[src/rtl/collision_event_handler_if.sv]
// Collision-event bundle: raw per-pixel collision flags in,
// per-frame game events and score/lives state out.
interface collision_event_handler_if;
  logic        startOfFrame;
  logic        restart;
  logic [2:0]  ShotBoxCollision;
  logic [2:0]  ShotEnemyCollision;
  logic        TowerEnemyHUCollision;
  logic [2:0]  shot_remove;
  logic        enemy_hit;
  logic        tower_hit;
  logic [11:0] score;
  logic [2:0]  lives;
  logic        game_over;

  modport master (
    output startOfFrame, restart,
    output ShotBoxCollision, ShotEnemyCollision,
    output TowerEnemyHUCollision,
    input  shot_remove, enemy_hit, tower_hit,
    input  score, lives, game_over
  );

  modport slave (
    input  startOfFrame, restart,
    input  ShotBoxCollision, ShotEnemyCollision,
    input  TowerEnemyHUCollision,
    output shot_remove, enemy_hit, tower_hit,
    output score, lives, game_over
  );
endinterface

[src/rtl/collision_event_handler.sv]
// Turns pixel-rate collision flags into once-per-frame events,
// BCD score, tower lives with invulnerability, and game-over.
module collision_event_handler #(
  parameter int TOWER_LIVES   = 3,
  parameter int INVULN_FRAMES = 30
) (
  input logic                      clk,
  input logic                      reset,
  collision_event_handler_if.slave bus
);
  typedef enum logic [1:0] {
    RUN, INVULN, OVER
  } state_t;

  state_t      r_state, w_state_n;
  logic [5:0]  r_cnt, w_cnt_n;
  logic [2:0]  r_lives, w_lives_n;
  logic [11:0] r_score, w_score_inc;
  logic [2:0]  r_shot_done;
  logic        r_enemy_done, r_tower_done;
  logic [2:0]  r_shot_remove;
  logic        r_enemy_hit, r_tower_hit;
  logic        r_game_over;
  logic [2:0]  w_shot_done, w_shot_fire;
  logic        w_enemy_done, w_tower_done;
  logic        w_enemy_fire, w_tower_fire;
  logic        w_active, w_tower_ok;

  // Frame start clears flags before this cycle's collisions are judged
  assign w_shot_done  = bus.startOfFrame ? 3'b000 : r_shot_done;
  assign w_enemy_done = bus.startOfFrame ? 1'b0 : r_enemy_done;
  assign w_tower_done = bus.startOfFrame ? 1'b0 : r_tower_done;

  assign w_active = (r_state != OVER) && !bus.restart;

  assign w_shot_fire = {3{w_active}}
                     & (bus.ShotBoxCollision | bus.ShotEnemyCollision)
                     & ~w_shot_done;

  assign w_enemy_fire = w_active
                      && (|bus.ShotEnemyCollision)
                      && !w_enemy_done;

  // Last frame of invulnerability re-arms the tower in the same cycle
  assign w_tower_ok = (r_state == RUN)
                   || (r_state == INVULN && bus.startOfFrame
                       && r_cnt == 6'd1);

  always_comb begin
    w_state_n    = r_state;
    w_cnt_n      = r_cnt;
    w_lives_n    = r_lives;
    w_tower_fire = 1'b0;
    unique case (r_state)
      RUN: ;
      INVULN: begin
        if (bus.startOfFrame) begin
          w_cnt_n = r_cnt - 6'd1;
          if (r_cnt == 6'd1) w_state_n = RUN;
        end
      end
      OVER: ;
      default: w_state_n = RUN;
    endcase
    if (w_tower_ok && bus.TowerEnemyHUCollision && !w_tower_done) begin
      w_tower_fire = 1'b1;
      w_lives_n    = r_lives - 3'd1;
      if (r_lives == 3'd1) begin
        w_state_n = OVER;
        w_cnt_n   = 6'd0;
      end else begin
        w_state_n = INVULN;
        w_cnt_n   = 6'(INVULN_FRAMES);
      end
    end
    if (bus.restart) begin
      w_state_n    = RUN;
      w_cnt_n      = 6'd0;
      w_lives_n    = 3'(TOWER_LIVES);
      w_tower_fire = 1'b0;
    end
  end

  // BCD increment with saturation at 999
  always_comb begin
    w_score_inc = r_score;
    if (r_score != 12'h999) begin
      if (r_score[3:0] != 4'd9) begin
        w_score_inc[3:0] = r_score[3:0] + 4'd1;
      end else begin
        w_score_inc[3:0] = 4'd0;
        if (r_score[7:4] != 4'd9) begin
          w_score_inc[7:4] = r_score[7:4] + 4'd1;
        end else begin
          w_score_inc[7:4]  = 4'd0;
          w_score_inc[11:8] = r_score[11:8] + 4'd1;
        end
      end
    end
  end

  always_ff @(posedge clk) begin
    if (reset) begin
      r_state <= RUN;
    end else begin
      r_state <= w_state_n;
    end
  end

  always_ff @(posedge clk) begin
    if (reset || bus.restart) begin
      r_cnt         <= 6'd0;
      r_lives       <= 3'(TOWER_LIVES);
      r_score       <= 12'h000;
      r_shot_done   <= 3'b000;
      r_enemy_done  <= 1'b0;
      r_tower_done  <= 1'b0;
      r_shot_remove <= 3'b000;
      r_enemy_hit   <= 1'b0;
      r_tower_hit   <= 1'b0;
      r_game_over   <= 1'b0;
    end else begin
      r_cnt         <= w_cnt_n;
      r_lives       <= w_lives_n;
      r_shot_done   <= w_shot_done | w_shot_fire;
      r_enemy_done  <= w_enemy_done | w_enemy_fire;
      r_tower_done  <= w_tower_done | w_tower_fire;
      r_shot_remove <= w_shot_fire;
      r_enemy_hit   <= w_enemy_fire;
      r_tower_hit   <= w_tower_fire;
      r_game_over   <= (w_state_n == OVER);
      if (w_enemy_fire) r_score <= w_score_inc;
    end
  end

  assign bus.shot_remove = r_shot_remove;
  assign bus.enemy_hit   = r_enemy_hit;
  assign bus.tower_hit   = r_tower_hit;
  assign bus.score       = r_score;
  assign bus.lives       = r_lives;
  assign bus.game_over   = r_game_over;
endmodule

[src/flat_wrapper.sv]
// flat-port wrapper written by rule: the top's interface ports become plain ports
module collision_event_handler_flat 
#(
  parameter int TOWER_LIVES   = 3,
  parameter int INVULN_FRAMES = 30
)
  (clk, reset, bus_startOfFrame, bus_restart, bus_ShotBoxCollision, bus_ShotEnemyCollision, bus_TowerEnemyHUCollision, bus_shot_remove, bus_enemy_hit, bus_tower_hit, bus_score, bus_lives, bus_game_over);
  collision_event_handler_if bus_i ();
  input logic clk;
  input logic reset;
  input wire logic [$bits(bus_i.startOfFrame)-1:0] bus_startOfFrame;
  input wire logic [$bits(bus_i.restart)-1:0] bus_restart;
  input wire logic [$bits(bus_i.ShotBoxCollision)-1:0] bus_ShotBoxCollision;
  input wire logic [$bits(bus_i.ShotEnemyCollision)-1:0] bus_ShotEnemyCollision;
  input wire logic [$bits(bus_i.TowerEnemyHUCollision)-1:0] bus_TowerEnemyHUCollision;
  output wire logic [$bits(bus_i.shot_remove)-1:0] bus_shot_remove;
  output wire logic [$bits(bus_i.enemy_hit)-1:0] bus_enemy_hit;
  output wire logic [$bits(bus_i.tower_hit)-1:0] bus_tower_hit;
  output wire logic [$bits(bus_i.score)-1:0] bus_score;
  output wire logic [$bits(bus_i.lives)-1:0] bus_lives;
  output wire logic [$bits(bus_i.game_over)-1:0] bus_game_over;
  assign bus_i.startOfFrame = bus_startOfFrame;
  assign bus_i.restart = bus_restart;
  assign bus_i.ShotBoxCollision = bus_ShotBoxCollision;
  assign bus_i.ShotEnemyCollision = bus_ShotEnemyCollision;
  assign bus_i.TowerEnemyHUCollision = bus_TowerEnemyHUCollision;
  assign bus_shot_remove = bus_i.shot_remove;
  assign bus_enemy_hit = bus_i.enemy_hit;
  assign bus_tower_hit = bus_i.tower_hit;
  assign bus_score = bus_i.score;
  assign bus_lives = bus_i.lives;
  assign bus_game_over = bus_i.game_over;
  collision_event_handler #(.TOWER_LIVES(TOWER_LIVES), .INVULN_FRAMES(INVULN_FRAMES)) u_core (.clk(clk), .reset(reset), .bus(bus_i));
endmodule
[config.mk]
export PLATFORM = sky130hd
export DESIGN_NAME = collision_event_handler_flat
export DESIGN_NICKNAME = d
export VERILOG_FILES = /design/src/rtl/collision_event_handler_if.sv /design/src/rtl/collision_event_handler.sv /design/src/flat_wrapper.sv
export SDC_FILE = /design/constraint.sdc
export NUM_CORES = 1
export LEC_CHECK = 0
export CORE_MARGIN = 10
export CORE_UTILIZATION = 52
export CTS_CLUSTER_SIZE = 25
export DETAILED_ROUTE_END_ITERATION = 8
export GPL_ROUTABILITY_DRIVEN = 0
export PLACE_DENSITY = 0.79
export REMOVE_ABC_BUFFERS = 1
export SKIP_CTS_REPAIR_TIMING = 1
export SLEW_MARGIN = 20
export SYNTH_ARGS = -nofsm -noshare
export SYNTH_HDL_FRONTEND = slang
export SYNTH_SLANG_ARGS = --single-unit
export TNS_END_PERCENT = 20
[constraint.sdc]
create_clock -name clk -period 2.1 [get_ports clk]
set_input_delay 0.42 -clock clk [delete_from_list [all_inputs] [get_ports clk]]
set_output_delay 0.42 -clock clk [all_outputs]
set_load 0.03 [all_outputs]
==> metrics.md <==
| Metric | Value |
|---|---|
| Critical path launch point type | `flip-flop` |
| Final Skew | `0.00755 ns` |
| Worst Max-Slew Pin Slew | `0.439 ns` |
| Yosys top cell by area | `dfxtp_1` |
| Total number of vias | `1,717` |
| Placed cells | `295` |
| Synth Area in Adders | `4.22%` |
| Leak | `0.850 nW` |
| Max incr delay on CP | `0.73 ns` |
| Gr usage total | `14.2%` |
| CTS max path bufs | `2` |
| Hold Startpoint | `u_core.r_shot_done[0]$_SDFF_PP0_` |
| R2r setup slk | `0.19 ns` |
| Post-synth top area share | `38.2%` |
| Setup TNS | `0 ns` |
| Fin nets | `273` |
| Pwr Total | `1.27 mW` |
| Post-synth EDFFs | `0` |
| Main flop type after synthesis | `dfxtp_1` |
| Htree depth | `2` |
| Layout cells sized above 1 | `16.8%` |
| Hold path depth | `2` |
| DR WL/cell | `14.7 microns` |
| DRC errors left | `0` |
| Tcrit/Tclk final | `94.2%` |
| Critical-path top delay cell | `clkdlybuf4s50_1` |
| Worst Path Max Fanout | `9` |
| Minimum clock period | `1.98 ns` |
| Worst skew pair latency | `0.34 ns` |
| Buf/Inv on CP | `1` |
| Vias in the first global route | `1,611` |
| Max-Cap Viols | `0` |
| P&R area growth vs syn | `30.5%` |
| Chip width | `78.5 microns` |
| Core area | `3310 sq um` |
| HP Class | `flip-flop to flip-flop` |
| Most numerous cell in the Yosys netlist | `dfxtp_1` |
| Post-Synth XOR/XNOR Area | `0.984%` |
| Die Y-Extent | `78.5 microns` |
| TritonCTS Sinks | `34` |
| #FFs+latches synth | `34` |
| Run status | `complete, no violations` |
| Pins Over Slew Limit | `0` |
| YS warnings | `0` |
| Largest family of logic cells by synthesized area | `simple AND/OR/NAND/NOR gates` |
| Initial antenna violation count | `0` |
| R2r endpoint | `u_core.r_cnt[3]$_SDFFE_PP0P_` |
| R2r startpoint | `u_core.r_cnt[1]$_SDFFE_PP0P_` |
| HPWL after DPL | `3.34 mm` |
| Peak VDD IR | `0.000297 V` |
| Syn Inst Count | `203` |
| Initial Utilization | `53.8%` |
| Post-Syn Area per Cell | `8.77 sq um` |
| Num rows | `21` |
| Total Wirelength | `4.44 mm` |
| Via-to-Cell Ratio | `5.69` |
| Gr ovfl total | `0` |
| Die area | `6160 sq um` |
| WP data required | `1.68 ns` |
| Syn Std Cell Area | `1780 sq um` |
| Antenna Cells | `0` |
| CP endpoint kind | `output port` |
| CP arrival | `1.56 ns` |
| Pwr Density | `548 nW/um^2` |
| Async set-reset flop share out of synthesis | `0%` |
| Endpoints failing setup | `0` |
| Area contributors post-synth | `dfxtp_1 (38%), a21oi_1 (5.6%), ha_1 (4.2%)` |
| WHS | `0.488 ns` |
| Worst-path clk slew | `0.10 ns` |
| Largest net degree at the start of global routing | `16` |
| CP Class | `flip-flop to output port` |
| CTS tree | `done` |
| Max transition margin | `70.5%` |
| Crit path cell chain | `clkdlybuf4s50_1` |
| First drt pass iteration count | `5` |
| Number of routed nets with antenna violations | `0` |
| Number of DRC markers in iteration 0 | `109` |
| I/O pin cnt | `32` |
| Unrepaired setup endpoints after global routing | `false` |
| Synth Area in Compound Gates | `24.6%` |
| Top post-synthesis cells by count | `dfxtp_1 (34), a21oi_1 (20), inv_1 (13)` |
| Post-Synth Simple-Gate Area | `26.0%` |
| Worst hold endpoint | `u_core.r_shot_done[0]$_SDFF_PP0_` |
| FF-to-FF path depth | `6` |
| Root Buffer | `clkbuf_4` |
| Layout Cells excl Fill | `302` |
| Final hold violation count | `0` |
| Multiplexer share of the synthesized area | `0%` |
| Peak Freq | `505 MHz` |
| I/O Buffers | `31` |
| Num CTS Buffers | `5` |
| Critical path's top delay family | `buffers and inverters` |
| Sequential-to-total area share from yosys stat | `38.2%` |
| Netlist cell types | `45` |
| First-pass GRT wire length | `7.25 mm` |
==> power by group <==
group | internal (mW) | total [mW] | switching, mW
Sequential | 0.668 | 0.691 | 0.0226
Clock | 0.126 | 0.343 | 0.217
Combinational | 0.116 | 0.239 | 0.123
==> flip-flops by register name, indices dropped and copies added, names as in the netlist <==
name / flops
u_core.bus.enemy_hit: 1
u_core.bus.game_over: 1
u_core.bus.lives: 3
u_core.bus.score: 12
u_core.bus.shot_remove: 3
u_core.bus.tower_hit: 1
u_core.r_cnt: 6
u_core.r_enemy_done: 1
u_core.r_shot_done: 3
u_core.r_state: 2
u_core.r_tower_done: 1
==> worst max-delay path by stage <==
stage                                           startpoint                                to  slack [ns]  depth (start not counted)
after floorplan               u_core.r_cnt[1]$_SDFFE_PP0P_      u_core.r_cnt[3]$_SDFFE_PP0P_        0.21                          6
after CTS                 u_core.bus.score[0]$_SDFFE_PP0P_                      bus_score[0]        0.11                          1
after detailed placement                  bus_startOfFrame      u_core.r_cnt[3]$_SDFFE_PP0P_       -0.10                          6
after global placement                    bus_startOfFrame  u_core.bus.score[5]$_SDFFE_PP0P_       -0.02                          5
final                     u_core.bus.score[0]$_SDFFE_PP0P_                      bus_score[0]        0.12                          1
after global routing          u_core.r_cnt[1]$_SDFFE_PP0P_      u_core.r_cnt[3]$_SDFFE_PP0P_        0.03                          6
==> stage by stage <==
step / cell area, sq um / util (%) / worst slack, ns
floorplan: 1720 / - / 0.207
global placement: 2280 / 68.8 / -0.0212
detailed placement: 2280 / 68.8 / -0.100
CTS: 2320 / 70.2 / 0.105
global route: 2320 / 70.2 / 0.0296
finish: 2320 / 70.2 / 0.122
==> cells in the final DEF (no fill, tap or decap), types with 5 or more instances in the layout <==
cell type,netlist,layout
clkdlybuf4s50_1,0,31
ha_1,6,6
or4_1,5,5
inv_1,13,13
a21oi_1,20,20
nand2b_1,8,8
buf_4,0,25
o31ai_1,5,5
dfxtp_1,34,34
nor2_1,9,9
clkbuf_4,0,5
nor3_1,10,10
nand3_1,10,10
nand2_1,12,12
o21ai_0,10,10
==> metal layers <==
| layer | track usage (%) | up-vias | wire [microns] |
|---|---|---|---|
| met5 | 0 | - | 0 |
| met4 | 7.71 | 0 | 78 |
| met3 | 4.67 | 8 | 245 |
| met2 | 23.4 | 49 | 2130 |
| met1 | 16.0 | 795 | 1980 |
| li1 | - | 865 | - |
==> worst reg2reg max path, stage by stage, from the launching register on <==
cell and delay, ns:
dfxtp_1 0.37, inv_1 0.07, ha_1 0.21, and4bb_2 0.27, o2111ai_1 0.35, nand2_1 0.16
a2111oi_2 0.39
==> logic make-up (layout without fill, tap and decap cells) <==
group	count (synthesis)	count (layout)
AND/OR/NAND/NOR	76	76
AO/OA/AOI/OAI	62	62
flip-flops	34	34
buffers and inverters	23	76
adder cells (fa/ha/maj)	6	6
XOR/XNOR	2	2
==> cell type report <==
| type | count | area [sq um] |
|---|---|---|
| Multi-Input combinational cell | 146 | 993 |
| Sequential cell | 34 | 681 |
| Timing Repair Buffer | 56 | 498 |
| Inverter | 13 | 48.8 |
| Tap cell | 46 | 57.6 |
| Fill cell | 291 | 987 |
| Clock buffer | 7 | 45.0 |
Note: power is estimated with default switching activity, not from simulation.
